## src/rtl/stream_comparator.sv

```systemverilog
`default_nettype none
// +--------------------------------------------------------------------------+
// | stream_comparator: registered signed/unsigned comparator with saturating |
// | gt/lt/eq tallies and a stable-streak detector.  Revision: 1.0            |
// +--------------------------------------------------------------------------+
module stream_comparator #(
  parameter int WIDTH      = 16,
  parameter int CNT_WIDTH  = 8,
  parameter int STREAK_LEN = 4
) (
  input  logic                 clk,
  input  logic                 rst,
  input  logic                 clear,
  input  logic                 in_valid,
  input  logic                 signed_mode,
  input  logic [WIDTH-1:0]     a,
  input  logic [WIDTH-1:0]     b,
  output logic                 out_valid,
  output logic                 gt,
  output logic                 lt,
  output logic                 eq,
  output logic [CNT_WIDTH-1:0] gt_cnt,
  output logic [CNT_WIDTH-1:0] lt_cnt,
  output logic [CNT_WIDTH-1:0] eq_cnt,
  output logic                 stable
);

  typedef enum logic [1:0] {
    RES_NONE = 2'd0,
    RES_GT   = 2'd1,
    RES_LT   = 2'd2,
    RES_EQ   = 2'd3
  } res_e;

  localparam logic [CNT_WIDTH-1:0] c_cnt_max    = '1;
  localparam logic [CNT_WIDTH-1:0] c_streak_len = CNT_WIDTH'(STREAK_LEN);
  localparam logic [CNT_WIDTH-1:0] c_one        = CNT_WIDTH'(1);

  logic                 out_valid_q, out_valid_d;
  logic                 gt_q, gt_d, lt_q, lt_d, eq_q, eq_d;
  logic [CNT_WIDTH-1:0] gt_cnt_q, gt_cnt_d;
  logic [CNT_WIDTH-1:0] lt_cnt_q, lt_cnt_d;
  logic [CNT_WIDTH-1:0] eq_cnt_q, eq_cnt_d;
  logic [CNT_WIDTH-1:0] streak_q, streak_d;
  logic                 stable_q, stable_d;
  res_e                 last_res_q, last_res_d;

  logic w_gt, w_lt;
  res_e w_res;

  always_comb begin
    w_gt = 1'b0;
    w_lt = 1'b0;
    if (signed_mode) begin
      w_gt = $signed(a) > $signed(b);
      w_lt = $signed(a) < $signed(b);
    end else begin
      w_gt = a > b;
      w_lt = a < b;
    end
    w_res = w_gt ? RES_GT : (w_lt ? RES_LT : RES_EQ);
  end

  always_comb begin
    out_valid_d = in_valid;
    gt_d        = gt_q;
    lt_d        = lt_q;
    eq_d        = eq_q;
    gt_cnt_d    = gt_cnt_q;
    lt_cnt_d    = lt_cnt_q;
    eq_cnt_d    = eq_cnt_q;
    streak_d    = streak_q;
    stable_d    = stable_q;
    last_res_d  = last_res_q;

    if (in_valid) begin
      gt_d = (w_res == RES_GT);
      lt_d = (w_res == RES_LT);
      eq_d = (w_res == RES_EQ);
    end

    // Clear discards the tally/streak contribution of a same-cycle sample.
    if (clear) begin
      gt_cnt_d   = '0;
      lt_cnt_d   = '0;
      eq_cnt_d   = '0;
      streak_d   = '0;
      stable_d   = 1'b0;
      last_res_d = RES_NONE;
    end else if (in_valid) begin
      case (w_res)
        RES_GT:  if (gt_cnt_q != c_cnt_max) gt_cnt_d = gt_cnt_q + c_one;
        RES_LT:  if (lt_cnt_q != c_cnt_max) lt_cnt_d = lt_cnt_q + c_one;
        default: if (eq_cnt_q != c_cnt_max) eq_cnt_d = eq_cnt_q + c_one;
      endcase
      if (last_res_q == w_res) begin
        streak_d = (streak_q >= c_streak_len) ? c_streak_len : streak_q + c_one;
      end else begin
        last_res_d = w_res;
        streak_d   = c_one;
      end
      stable_d = (streak_d >= c_streak_len);
    end
  end

  always_ff @(posedge clk) begin
    if (rst) begin
      out_valid_q <= 1'b0;
      gt_q        <= 1'b0;
      lt_q        <= 1'b0;
      eq_q        <= 1'b0;
      gt_cnt_q    <= '0;
      lt_cnt_q    <= '0;
      eq_cnt_q    <= '0;
      streak_q    <= '0;
      stable_q    <= 1'b0;
      last_res_q  <= RES_NONE;
    end else begin
      out_valid_q <= out_valid_d;
      gt_q        <= gt_d;
      lt_q        <= lt_d;
      eq_q        <= eq_d;
      gt_cnt_q    <= gt_cnt_d;
      lt_cnt_q    <= lt_cnt_d;
      eq_cnt_q    <= eq_cnt_d;
      streak_q    <= streak_d;
      stable_q    <= stable_d;
      last_res_q  <= last_res_d;
    end
  end

  assign out_valid = out_valid_q;
  assign gt        = gt_q;
  assign lt        = lt_q;
  assign eq        = eq_q;
  assign gt_cnt    = gt_cnt_q;
  assign lt_cnt    = lt_cnt_q;
  assign eq_cnt    = eq_cnt_q;
  assign stable    = stable_q;

endmodule
`default_nettype wire
```

## config.mk

```make
export PLATFORM = sky130hd
export DESIGN_NAME = stream_comparator
export DESIGN_NICKNAME = d
export VERILOG_FILES = /design/src/rtl/stream_comparator.sv
export SDC_FILE = /design/constraint.sdc
export NUM_CORES = 1
export LEC_CHECK = 0
export BUFFER_PORTS_ARGS = -buffer_cell sky130_fd_sc_hd__buf_2
export CAP_MARGIN = 25
export CORE_ASPECT_RATIO = 1.5
export CORE_MARGIN = 4
export CORE_UTILIZATION = 50
export CTS_CLUSTER_SIZE = 30
export DETAILED_ROUTE_END_ITERATION = 6
export PLACE_DENSITY = 0.77
export SLEW_MARGIN = 20
export SYNTH_ARGS = -nofsm -noshare
export SYNTH_HDL_FRONTEND = slang
export SYNTH_SLANG_ARGS = --single-unit
```

## constraint.sdc

```tcl
create_clock -name clk -period 3 [get_ports clk]
set_clock_uncertainty 0.2 [all_clocks]
set_input_delay 0 -clock clk [delete_from_list [all_inputs] [get_ports clk]]
set_output_delay 0 -clock clk [all_outputs]
set_load 0.005 [all_outputs]
```

# After elaboration in Yosys (flattened, before gate mapping)
# Index checks and enable logic that the tools add are counted.
dict set report word_totals {
  wordCells 43
  out_inout_bits 29
  ff_bits 39
  in_bits 37
}
dict set report op_classes {
  magnitude_cmp 6
  n_reduce_logical 6
  n_addsub 4
  eq_ne 7
  bitwise 2
  mux 8
}
# cell count
set op_table {}
lappend op_table {{$add A8 B1 Y8 const B} 4}
lappend op_table {{$gt A16 B16 Y1} 2}
lappend op_table {{$lt A16 B16 Y1} 2}
lappend op_table {{$mux W8} 4}
lappend op_table {{$ne A8 B8 Y1 const B} 3}
lappend op_table {{$ge A8 B3 Y1 const B} 2}
lappend op_table {{$reduce_and A3 Y1} 3}
lappend op_table {{$eq A2 B2 Y1 const B} 2}
lappend op_table {{$reduce_or A2 Y1} 2}
lappend op_table {{$mux W1} 3}
lappend op_table {{$eq A2 B1 Y1 const B} 1}
lappend op_table {{$eq A2 B2 Y1} 1}
lappend op_table {{$mux W2} 1}
lappend op_table {{$not A1 Y1} 2}
lappend op_table {{$reduce_and A2 Y1} 1}

# Logic depth before layout (Yosys ltp)
dict set report logic_depth {
  ltp_word 9
  mapped_depth 9
  ltp_nobuf 8
}

# Least setup slack after synthesis
# Ideal clock, no wire load.
dict set report synth_timing {
  path_kind {input to register}
  startpoint {input port b[15]}
  endpoint {register gt_cnt_q[3] (netlist: gt_cnt[3])}
  setup_slack_ns 0.689
  setup_ns 0.070
  arrival_time_ns 2.041
  required_time_ns 2.730
  path_buffers 0
  stages 8
  cell_sequence {inv_1 > ha_1 > nand4_2 > or3_4 > nor4bb_1 > a211o_1 > or4_1 > a21oi_1}
}
dict set report synth_between {
  elab_chain_len 6
  elab_cells_between_ends 10
  cone_classes {4 x order compare; 1 x eq/ne; 4 x mux; 1 x reduce/logical}
}
# element line
set synth_rtl {}
lappend synth_rtl {{start: declaration} 17} ;# input logic [WIDTH-1:0] b,
lappend synth_rtl {{$lt A16 B16 Y1 (on tied branches)} {59, 56}}
lappend synth_rtl {{$mux W1} 54} ;# if (signed_mode) begin
lappend synth_rtl {{$mux W1} 61} ;# w_res = w_gt ? RES_GT : (w_lt ? RES_LT : RES_EQ);
lappend synth_rtl {{$mux W2 (*)} 61}
lappend synth_rtl {{$eq A2 B1 Y1 (*)} 91} ;# case (w_res)
lappend synth_rtl {{$reduce_and A3 Y1 (no line) (*)} --}
lappend synth_rtl {{end signal: assignment} 123} ;# gt_cnt_q <= gt_cnt_d;
lappend synth_rtl {{end: declaration} 41} ;# logic [CNT_WIDTH-1:0] gt_cnt_q, gt_cnt_d;
# Mark *: on every way between the ends. The rest lies on a longest branch, timed or not.
# A chain may end at the register's enable or synchronous reset.

# Worst setup path in the final report
dict set report layout_timing {
  startpoint {register lt_cnt_q[0] (netlist: lt_cnt[0])}
  endpoint {register lt_cnt_q[7] (netlist: lt_cnt[7])}
}
dict set report layout_between {
  elab_chain_len 2
  elab_cells_between_ends 3
  cone_classes {1 x add/sub; 1 x eq/ne; 1 x reduce/logical}
}
# element line
set layout_rtl {}
lappend layout_rtl {{start: declaration} 42} ;# logic [CNT_WIDTH-1:0] lt_cnt_q, lt_cnt_d;
lappend layout_rtl {{start signal: assignment} 124} ;# lt_cnt_q <= lt_cnt_d;
lappend layout_rtl {{branches (longest 2 deep; another with $add A8 B1 Y8)} --}
# Parallel ways; which one is timed is not known.

==> metrics.cfg <==
[detailed_routing]
detail_route.wl_per_cell_um = 13.7
drt_iter0_drc = 66
drc = 0
viasPerCell = 5.75
wl_um = 5300
route.vias.total = 2225
first_pass_iters = 4
ant_nets = 0

[floorplanning]
die-area_sq_um = 5740
boundaryPins = 66
die_w_um = 63.2
design.core.area_sq_um = 4320
rows = 29
start_util_pct = 52.9
die_height_um = 90.8

[placement]
place_hpwl_um = 3960
place_ws_ps = 207
finalWeightedCongestion = 0.830
place_area_sq_um = 2620
port_buffers = 65

[power_and_ir_drop]
ir_worst_vdd_v = 0.000415
powerDensity_nw_per_um2 = 402
p_leak_uw = 0.00126
power_uw = 1110

[worst_hold_path]
hp-start = signed_mode
hold_class = in2reg

[grt]
antenna_found_initial = 0
grt_pass1_vias = 2164
grt_start_max_net_pins = 28
grt_usage_pct = 19.2
gr-total-overflow = 0
grt_pass1_wl_um = 9130

[worst_setup_path]
cp_cell_sequence = ha_1 -> nand3_1 -> o21ai_0 -> a2111oi_0 -> a21oi_1 -> or4_1 -> a21oi_1
critPathCaptureType = flip-flop
cp_top_family = compound AO/OA/AOI/OAI gates
critPathMostFrequentCell = a21oi_1
worstSetupPathType = reg2reg
crit_arrival_ps = 2530
setup.worst_path.start_class = flip-flop
crit_slowest_cell = or4_1
critPathBufInv = 0
critPathMaxFanout = 14
reg2reg_from = lt_cnt[0]
cp_slowest_stage_delay_ps = 560
crit_start = lt_cnt[0]
crit_required_ps = 3020
rrSetupSlack_ps = 490

[layout]
diodes = 0
postLayoutCoreUtil_pct = 64.1
synthToLayoutAreaGrowth_pct = 21.0
postLayoutCellArea_sq_um = 2770
nNetsFinal = 398
nFillCells = 397
multi_input_area_sq_um = 1350
register_area_sq_um = 781
layout-drive-gt1-share_pct = 26.7

[logic_synthesis]
yosysSeqAreaShare_pct = 34.2
synth.cell_area_sq_um = 2290
postSynthCellCount = 269
synth_warnings = 0
syn_area_per_cell_sq_um = 8.50
yosys_most_used_dff = dfxtp_1
synth-edff-count = 0
ys_seq_elements = 39
synth_cell_types = 52
syn_nets = 327
async_flop_share_pct = 0

[timing]
timing.final.hold_violations = 0
finalWorstSetupSlack_ps = 486
fmax_mhz = 398
rsz0062_at_grt = false
tns_ps = 0
fin_crit_sh_pct = 83.8
period_minus_slack_ps = 2510
slew_headroom_pct = 35.5
setup_viol = 0
tightest_slew_ps = 967
slew_viol_final = 0

[cts]
cts_max_path_buffers = 2
clock-root-buffer = clkbuf_8
cts_tree = done
clkTransAtPathRegs_ps = 80
postCtsSetupBuffers = 0
htree_levels = 2
cts_buffers = 5
insertion_delay_ps = 290
cts.sinks = 39

[status]
status = completed

[flow_run]
cap_viol_max_count = 0

==> registers in the layout, indices dropped and copies added, names as in the netlist <==
signal,cells
eq,1
eq_cnt,8
gt,1
gt_cnt,8
last_res_q,2
lt,1
lt_cnt,8
out_valid,1
stable,1
streak_q,8
==> cells by family after synthesis <==
| group | synth area share, % |
|---|---|
| AO/OA/AOI/OAI | 19.5 |
| XOR/XNOR | 1.15 |
| adder cells (fa/ha/maj) | 11.5 |
| buffers and inverters | 6.73 |
| flip-flops | 34.2 |
| multiplexers | 2.68 |
| AND/OR/NAND/NOR | 24.3 |
==> worst min-delay path: cells and delay by family <==
kind                   cells  cell delay, ps
and+or+nand+nor            1              50
buffers and inverters      3             340
AOI/OAI and AO/OA          2             290
==> metrics by stage <==
step | cells | hold WS [ps]
2_1_floorplan | 269 | -133
3_3_place_gp | 376 | 67.6
3_5_place_dp | 376 | 70.6
4_1_cts | 387 | 225
5_1_grt | 387 | 282
6_report | 387 | 227
==> final cells by class <==
class | instances | share of cell area (%)
Clock buffer | 5 | 2.49
Inverter | 25 | 3.39
Clock inverter | 3 | 1.58
Timing Repair Buffer | 70 | 13.4
Tap cell | 46 | 2.08
Sequential cell | 39 | 28.2
Multi-Input combinational cell | 199 | 48.8
==> path summary, 6_finish.rpt <==
check | endpoint | depth (start not counted)
setup / recovery | lt_cnt[7] | 7
hold / removal | lt | 6
setup reg to reg | lt_cnt[7] | 7
hold reg to reg | stable | 2
==> routing by layer <==
layer	track usage (%)	up-vias	wire, um
li1	-	1125	-
met1	21.5	1030	2240
met2	33.5	59	2600
met3	4.48	11	321
met4	9.55	0	137
met5	0	-	0
==> Yosys cell counts (2+ instances only) <==
cell       number  area, sq um
a2111oi_0       2         17.5
a211oi_1        5         37.5
a211oi_2        2         25.0
a21oi_1        26          130
a31o_2          2         17.5
and2_1          2         12.5
and3_1          7         43.8
and4_1          2         17.5
clkbuf_1        2         7.51
clkbuf_8        3         41.3
dfxtp_1        39          781
ha_1           21          263
inv_1          25         93.8
mux2i_1         5         50.1
nand2_1        21         78.8
nand2b_1        2         12.5
nand3_1        10         50.1
nand4_1         9         56.3
nor2_1         18         67.6
nor4_1          2         12.5
o21ai_0        12         60.1
o21bai_1        2         15.0
o31ai_1         7         52.6
or2_2           2         12.5
or3_1           6         37.5
or3_2           3         22.5
or4_1           6         45.0
xnor2_1         2         17.5
==> where the power goes <==
part	internal, uW	leakage (uW)	switching, uW
clock	248	0.0000581	191
sequential	524	0.000315	5.02
combinational	64.3	0.000884	79.7
==> cells in the final DEF (no fill, tap or decap), types with 6 or more instances in the layout <==
| cell | count |
|---|---|
| and3_1 | 7 |
| or3_1 | 6 |
| nand4_1 | 9 |
| o21ai_0 | 12 |
| o31ai_1 | 7 |
| a21oi_1 | 26 |
| nand2_1 | 21 |
| buf_2 | 65 |
| nand3_1 | 10 |
| nor2_1 | 18 |
| inv_1 | 25 |
| dfxtp_1 | 39 |
| or4_1 | 6 |
| ha_1 | 21 |
==> repair_timing <==
item | CTS | global route
hold buffers | 3 | 0
gates resized for setup | 0 | 0
hold endpoints to repair | 10 | 0
(Power assumes the default switching activity.)
